<file path="config.mk">
export PLATFORM = sky130hd
export DESIGN_NAME = fir_ctrl
export DESIGN_NICKNAME = d
export VERILOG_FILES = /design/src/rtl/fir_ctrl.sv
export SDC_FILE = /design/constraint.sdc
export NUM_CORES = 1
export LEC_CHECK = 0
export CORE_UTILIZATION = 35
export CTS_CLUSTER_SIZE = 14
export DETAILED_ROUTE_END_ITERATION = 7
export SYNTH_ARGS = -nofsm -noshare
export SYNTH_HDL_FRONTEND = slang
export SYNTH_SLANG_ARGS = --single-unit
</file>
<file path="constraint.sdc">
create_clock -name CLK -period 10.47 [get_ports CLK]
set_input_delay 2.6175 -clock CLK [delete_from_list [all_inputs] [get_ports CLK]]
set_output_delay 2.6175 -clock CLK [all_outputs]
set_load 0.05 [all_outputs]
</file>
<file path="src/rtl/fir_ctrl.sv">
// Sequencing controller for the 3-way unfolded 11-tap FIR: packs serial samples
// into 3-lane frames, tracks frames in flight and swaps coefficient banks only once drained.
module fir_ctrl #(
    parameter int NB    = 8,
    parameter int NTAPS = 11,
    parameter int CNT_W = 4
) (
    input  logic          CLK,
    input  logic          RST,
    input  logic          S_VALID,
    input  logic [NB-1:0] S_DATA,
    output logic          S_READY,
    input  logic          FLUSH,
    input  logic          CFG_WE,
    input  logic [3:0]    CFG_ADDR,
    input  logic [NB-1:0] CFG_DATA,
    input  logic          CFG_COMMIT,
    output logic          CFG_BUSY,
    input  logic          VOUT_FIR,
    output logic [NB-1:0] DIN0,
    output logic [NB-1:0] DIN1,
    output logic [NB-1:0] DIN2,
    output logic          VIN,
    output logic [NB-1:0] H0,
    output logic [NB-1:0] H1,
    output logic [NB-1:0] H2,
    output logic [NB-1:0] H3,
    output logic [NB-1:0] H4,
    output logic [NB-1:0] H5,
    output logic [NB-1:0] H6,
    output logic [NB-1:0] H7,
    output logic [NB-1:0] H8,
    output logic [NB-1:0] H9,
    output logic [NB-1:0] H10,
    output logic          ERR
);

    typedef enum logic [1:0] {
        ST_RUN   = 2'd0,
        ST_DRAIN = 2'd1,
        ST_SWAP  = 2'd2
    } state_t;

    state_t             state_q, state_d;
    logic               ready_q, ready_d;
    logic               busy_q, busy_d;
    logic [1:0]         idx_q, idx_d, idx_n;
    logic [NB-1:0]      lane_q [3];
    logic [NB-1:0]      lane_d [3];
    logic [NB-1:0]      din_q [3];
    logic [NB-1:0]      din_d [3];
    logic               vin_q, vin_d;
    logic [CNT_W-1:0]   cnt_q, cnt_d;
    logic               err_q, err_d;
    logic [NB-1:0]      shadow_q [NTAPS];
    logic [NB-1:0]      shadow_d [NTAPS];
    logic [NB-1:0]      h_q [NTAPS];
    logic [NB-1:0]      h_d [NTAPS];
    logic               accept;
    logic               drain_done;

    // State register plus the registered handshake flags decoded from the next state
    always_ff @(posedge CLK or posedge RST) begin
        if (RST) begin
            state_q <= ST_RUN;
            ready_q <= 1'b0;
            busy_q  <= 1'b0;
        end else begin
            state_q <= state_d;
            ready_q <= ready_d;
            busy_q  <= busy_d;
        end
    end

    // Next-state logic
    always_comb begin
        state_d = state_q;
        case (state_q)
            ST_RUN:   state_d = CFG_COMMIT ? ST_DRAIN : ST_RUN;
            ST_DRAIN: state_d = drain_done ? ST_SWAP : ST_DRAIN;
            ST_SWAP:  state_d = ST_RUN;
            default:  state_d = ST_RUN;
        endcase
    end

    // Output decode, registered so S_READY has no path from any input
    always_comb begin
        ready_d = 1'b0;
        busy_d  = 1'b0;
        if (state_d == ST_RUN) begin
            ready_d = 1'b1;
            busy_d  = 1'b0;
        end else begin
            ready_d = 1'b0;
            busy_d  = 1'b1;
        end
    end

    // Packing, frame issue, in-flight accounting and coefficient banks
    always_comb begin
        accept   = S_VALID && ready_q;
        lane_d   = lane_q;
        din_d    = din_q;
        vin_d    = 1'b0;
        idx_d    = idx_q;
        idx_n    = idx_q;
        cnt_d    = cnt_q;
        err_d    = err_q;
        shadow_d = shadow_q;
        h_d      = h_q;

        if (accept) begin
            case (idx_q)
                2'd0:    lane_d[0] = S_DATA;
                2'd1:    lane_d[1] = S_DATA;
                2'd2:    lane_d[2] = S_DATA;
                default: lane_d[0] = lane_q[0];
            endcase
            idx_n = idx_q + 2'd1;
        end else begin
            idx_n = idx_q;
        end

        if (idx_n == 2'd3) begin
            din_d = lane_d;
            vin_d = 1'b1;
            idx_d = 2'd0;
        end else if (FLUSH && (state_q == ST_RUN) && (idx_n != 2'd0)) begin
            // A partial frame has at most two filled lanes; the rest are zero-padded
            din_d[0] = lane_d[0];
            din_d[1] = (idx_n >= 2'd2) ? lane_d[1] : {NB{1'b0}};
            din_d[2] = {NB{1'b0}};
            vin_d    = 1'b1;
            idx_d    = 2'd0;
        end else begin
            idx_d = idx_n;
        end

        case ({vin_q, VOUT_FIR})
            2'b10:   cnt_d = cnt_q + {{(CNT_W-1){1'b0}}, 1'b1};
            2'b01:   cnt_d = (cnt_q == {CNT_W{1'b0}}) ? {CNT_W{1'b0}}
                                                      : cnt_q - {{(CNT_W-1){1'b0}}, 1'b1};
            default: cnt_d = cnt_q;
        endcase

        if (VOUT_FIR && (cnt_q == {CNT_W{1'b0}})) begin
            err_d = 1'b1;
        end else begin
            err_d = err_q;
        end

        // Looking at the post-update count lets the last VOUT_FIR itself release DRAIN
        drain_done = (cnt_d == {CNT_W{1'b0}}) && !vin_q;

        if (CFG_WE && (state_q == ST_RUN) && !busy_q && (CFG_ADDR <= 4'(NTAPS - 1))) begin
            shadow_d[CFG_ADDR] = CFG_DATA;
        end else begin
            shadow_d = shadow_q;
        end

        if (state_q == ST_SWAP) begin
            h_d = shadow_q;
        end else begin
            h_d = h_q;
        end
    end

    // Datapath registers
    always_ff @(posedge CLK or posedge RST) begin
        if (RST) begin
            idx_q    <= 2'd0;
            lane_q   <= '{default: '0};
            din_q    <= '{default: '0};
            vin_q    <= 1'b0;
            cnt_q    <= {CNT_W{1'b0}};
            err_q    <= 1'b0;
            shadow_q <= '{default: '0};
            h_q      <= '{default: '0};
        end else begin
            idx_q    <= idx_d;
            lane_q   <= lane_d;
            din_q    <= din_d;
            vin_q    <= vin_d;
            cnt_q    <= cnt_d;
            err_q    <= err_d;
            shadow_q <= shadow_d;
            h_q      <= h_d;
        end
    end

    assign S_READY  = ready_q;
    assign CFG_BUSY = busy_q;
    assign DIN0     = din_q[0];
    assign DIN1     = din_q[1];
    assign DIN2     = din_q[2];
    assign VIN      = vin_q;
    assign ERR      = err_q;
    assign H0       = h_q[0];
    assign H1       = h_q[1];
    assign H2       = h_q[2];
    assign H3       = h_q[3];
    assign H4       = h_q[4];
    assign H5       = h_q[5];
    assign H6       = h_q[6];
    assign H7       = h_q[7];
    assign H8       = h_q[8];
    assign H9       = h_q[9];
    assign H10      = h_q[10];

endmodule

</file>
# Word level (Yosys, flattened, before mapping)
# Index checks and enable logic that the tools add are counted.
# word_totals
reg_bits	236
inputBits	27
out_inout_bits	116
word_cells	90
# classes
addsub	3
order_cmp	4
n_eq_ne	7
mux	22
bitwise	1
n_reduce_logical	18
# op_table
operator	count
bitwise mux 88 bit	1
2-to-1 mux 24 bit	3
2-to-1 mux 8 bit	5
demux 8 bit (select 4 bit)	1
logical AND 1 bit	9
equality test 2 bit, second input constant	4
logical NOT 4 bit	2
2-to-1 mux 2 bit	4
one-hot mux 4 bit (2 select lines)	1
equality test 2 x 1 -> 1 bit, second input constant	3
logical NOT 2 bit	3
greater-or-equal comparator 5 bit, second input constant	1
less-than comparator 5 x 1 -> 1 bit, second input constant	1
2-to-1 mux 1 bit	5
inverter 4 -> 5 bit	1
adder 4 x 1 -> 4 bit, second input constant	1
<= comparator 4 bit, second input constant	1
2-to-1 mux 4 bit	1
one-hot mux 2 bit (2 select lines)	1
nonzero test 2 bit	2
subtractor 4 x 1 -> 4 bit, second input constant	1
adder 2 x 1 -> 2 bit, second input constant	1
greater-or-equal comparator 2 bit, second input constant	1
logical NOT 1 bit	2

# Depth between registers and ports, before layout
# logic_depth
depth_word	9
ltp_mapped	7
ltp_nobuf	6

# Worst setup path after synthesis
# No wires, ideal clock.
# synth_path
path_type	input to register
start	input port VOUT_FIR
end	register state_q[0]
setup_time_ns	0.124
t_arrival_ns	4.281
slack_ns	6.065
path_stages	7
n_path_buf	1
cell_sequence	inv_1 > ha_1 > clkbuf_1 > nand2b_1 > o311ai_0 > or4b_2 > o31a_1
# synth_between
elab_chain_len	6
elab_cells_between_ends	7
# synth_lines
element	line	source
start: declaration	19	input logic VOUT_FIR,
equality test 2 x 1 -> 1 bit or equality test 2 bit (tied branches)	139	case ({vin_q, VOUT_FIR})
one-hot mux 4 bit (2 select lines) (*)	139	
named net cnt_d[1]	53	logic [CNT_W-1:0] cnt_q, cnt_d;
logical NOT 4 bit (*)	153	drain_done = (cnt_d == {CNT_W{1'b0}}) && !vin_q;
logical AND 1 bit (*)	153	
2-to-1 mux 2 bit (*)	80	ST_DRAIN: state_d = drain_done ? ST_SWAP : ST_DRAIN;
one-hot mux 2 bit (2 select lines) (*)	78	case (state_q)
named net state_d[0]	44	state_t state_q, state_d;
end signal: assignment	69	state_q <= state_d;
end: declaration	44	
# Mark *: on every way through the listed nets, which the timed path passes. The rest lies on a longest branch.
# A chain may end at the register's enable or synchronous reset.

# Final worst setup path
# layout_path
start	input port CFG_WE
end	register shadow_q[72] (netlist name)
# layout_between
elab_chain_len	3
# layout_lines
element	line	source
start: declaration	14	input logic CFG_WE,
logical AND 1 bit (3 in a row)	155	if (CFG_WE && (state_q == ST_RUN) && !busy_q && (CFG_ADDR <= 4'(NTAPS - 1))) begin
end signal: assignment	186	shadow_q <= shadow_d;
end: declaration	55	logic [NB-1:0] shadow_q [NTAPS];
# Every way passes these cells.

==> results.md <==
- CTS tree: yes
- PD cells: 329 nW/um2
- CTS Sinks: 236
- Slew @ Worst Pin: ~1.2 ns
- Final setup fails: 0
- Worst Hold Slack: 0.465 ns
- First-pass DRT Iterations: 4
- Detail Placement HPWL: 13.1 mm
- Post-synthesis sequential area ratio: 0.646
- Layout Utilization: 0.461
- Max Freq: ~0.22 GHz
- CTS Root Cell: clkbuf_16
- Final worst-path cycle share: 0.435
- Cell variety after synth: 45
- P_leak: 5.57 nW
- Commonest non-fill, non-tap cell in the layout: dfrtp_1
- Status: completed
- Synthesized area: 9150 um2
- Drt wl/cell: about 19 um
- Hold WC Path Type: flop to flop
- Dominant synthesized flop cell: dfrtp_1
- Total Nets Final: 763
- Num CTS Buffers: 27
- Most frequent cells in the layout: dfrtp_1 (236), mux2_2 (192), clkdlybuf4s50_1 (142), clkbuf_16 (27), inv_1 (17)
- Die Ht: 164 um
- Placer congestion estimate: 0.724
- Dpl cells: roughly 1000
- Starting density of the core: 0.360
- Die Footprint: between 20000 and 30000 um2
- Rows: between 50 and 60
- Routed WL: 20.0 mm
- RSZ-0062 raised after global routing: false
- Pin count of the biggest net entering global routing: 111
- FILL cells: 2286
- Crit end category: flop
- Final TNS setup: 0 ns
- Syn Inst Count: 584
- Port Buffer Count: 142
- Diode count: 0
- Final WS setup: about 6 ns
- Area delta synth->final: 28.0%
- Maxcap violations: 0
- Share of cells above drive strength 1: 0.336
- H-tree levels: 1
- Multi-input gate area: roughly 3100 um2
- Synth Register Bits: 236
- Final Hold Fails: 0
- DR iter-0 viols: 244
- Worst-path maximum fanout: 8
- Worst slew margin: 0.227
- Final instance count without filler cells: between 1000 and 1500
- Worst-Skew Late Latency: 0.53 ns
- CTS Hold Bufs: 0
- Antenna viol nets, final: 0
- Pre-CTS setup slack: 5.39 ns
- Routed vias: 5280
- Worst setup SP type: input pin
- FF/Latch Area: 5910 um2
- Grt ovf: 0
- Initial antenna violation count: 0
- Mapped Nets: 618
- Clock Skews: 0.0171 ns
- Vias per cell: 4.90
- Clock-pin slew on the worst setup and hold paths: 0.06 ns
- CP max stage cell: or3b_1
- Critical-path cell list: clkdlybuf4s50_1 -> or4b_4 -> or3_4 -> or3b_1 -> mux2_4
- Asr flop ratio synth: 1.00
- Fin crit period: 4.55 ns
- Clock Tree Buf Depth: 3
- Core Area: 25400 um2
- Number of synthesized flops with an enable pin: 0
- Largest stage delay on the critical path: slightly below 0.6 ns
- Synthesis warning total: 0
- Peak supply drop: 248 uV
- CP Data Required Time: around 11 ns
- First-pass GRT wire length: about 32 mm
- Vias in the first global route: 5871
- Worst EP arrival: 4.95 ns
- IO Pins: 143
- Avg Cell Area, Syn: 15.7 um2
- Setup Crit Path Kind: input pin to flop
- CTS resizes: 0
- DRC errors left: 0
- Chip width: 164 um
- GRT Resource Usage Total: 0.154
- Pins over their slew limit: 0
- Postcts setup bufs: 0
==> power by group <==
group          switching (mW)  internal, mW
sequential              0.185          1.25
combinational           0.938         0.625
clock                   0.354         0.502
total                    1.48          2.38
==> flip-flops by register name, indices dropped and copies added (netlist names) <==
signal and cells:
H5 8, CFG_BUSY 1, DIN0 8, DIN1 8, H6 8, state_q 2, H10 8, H8 8
H3 8, idx_q 2, lane_q 24, H1 8, shadow_q 88, VIN 1, cnt_q 4, H2 8
H9 8, DIN2 8, H7 8, H4 8, ERR 1, H0 8, S_READY 1
==> synthesized netlist by cell type (3+ instances only) <==
| cell type | number | area share |
|---|---|---|
| nor2b_1 | 4 | 0.0027 |
| clkbuf_1 | 25 | 0.010 |
| ha_1 | 7 | 0.0096 |
| inv_1 | 18 | 0.0074 |
| buf_2 | 3 | 0.0016 |
| mux2i_1 | 9 | 0.0099 |
| nor3b_1 | 4 | 0.0033 |
| nand2b_1 | 3 | 0.0021 |
| nand3_1 | 3 | 0.0016 |
| o2bb2ai_1 | 8 | 0.0077 |
| mux2_4 | 8 | 0.013 |
| a22o_1 | 9 | 0.0086 |
| mux2_2 | 192 | 0.24 |
| nor2_1 | 5 | 0.0021 |
| a21oi_1 | 3 | 0.0016 |
| dfrtp_1 | 236 | 0.65 |
| nand2_1 | 11 | 0.0045 |
| nor3_1 | 3 | 0.0016 |
==> worst max-delay path, delay by kind of cell <==
| kind | cells | cell delay [ns] |
|---|---|---|
| and+or+nand+nor | 3 | 1.49 |
| buffers and inverters | 1 | 0.46 |
| muxes | 1 | 0.38 |
==> final cells by class <==
class,instances,area share
Clock buffer,40,0.0653
Tap cell,330,0.0353
Clock inverter,7,0.00363
Sequential cell,236,0.505
Multi-Input combinational cell,301,0.261
Inverter,18,0.00641
Timing Repair Buffer,145,0.123
==> per-layer routing <==
layer,routed length [um],vias up,share of wire,global-route usage
met5,0,-,0,0
met4,384,0,0.019,0.0366
met3,1280,27,0.064,0.0376
met2,9200,153,0.46,0.252
met1,9120,2750,0.46,0.205
li1,-,2350,-,-
==> logic make-up (layout without fill, tap and decap cells) <==
kind of cell	Yosys count	after routing	share of synthesized area
AO/OA/AOI/OAI	35	35	0.0306
multiplexers	209	209	0.259
AND/OR/NAND/NOR	50	50	0.0341
buffers and inverters	47	210	0.0205
adder cells (fa/ha/maj)	7	7	0.00958
flip-flops	236	236	0.646
==> stage by stage <==
step / power (mW) / instance area (um2)
final: 3.86 / 11700
after global routing: 4.05 / 11700
after CTS: 3.91 / 11700
after detailed placement: 3.03 / 10900
after global placement: 2.98 / 10900
after floorplan: 2.50 / 9150
==> worst paths after layout <==
| check | depth (start not counted) | endpoint | start | slack, ns |
|---|---|---|---|---|
| setup reg to reg | 4 | shadow_q[72] | state_q[0] | 7.95 |
| min in group asynchronous | 2 | H9[1] | RST | 2.59 |
| hold reg to reg | 1 | ERR | ERR | 0.46 |
| max in group asynchronous | 3 | shadow_q[32] | RST | 6.40 |
| setup / recovery | 5 | shadow_q[72] | CFG_WE | 5.92 |
| hold / removal | 1 | ERR | ERR | 0.46 |
No activity file was read; power rests on OpenSTA's default activity.
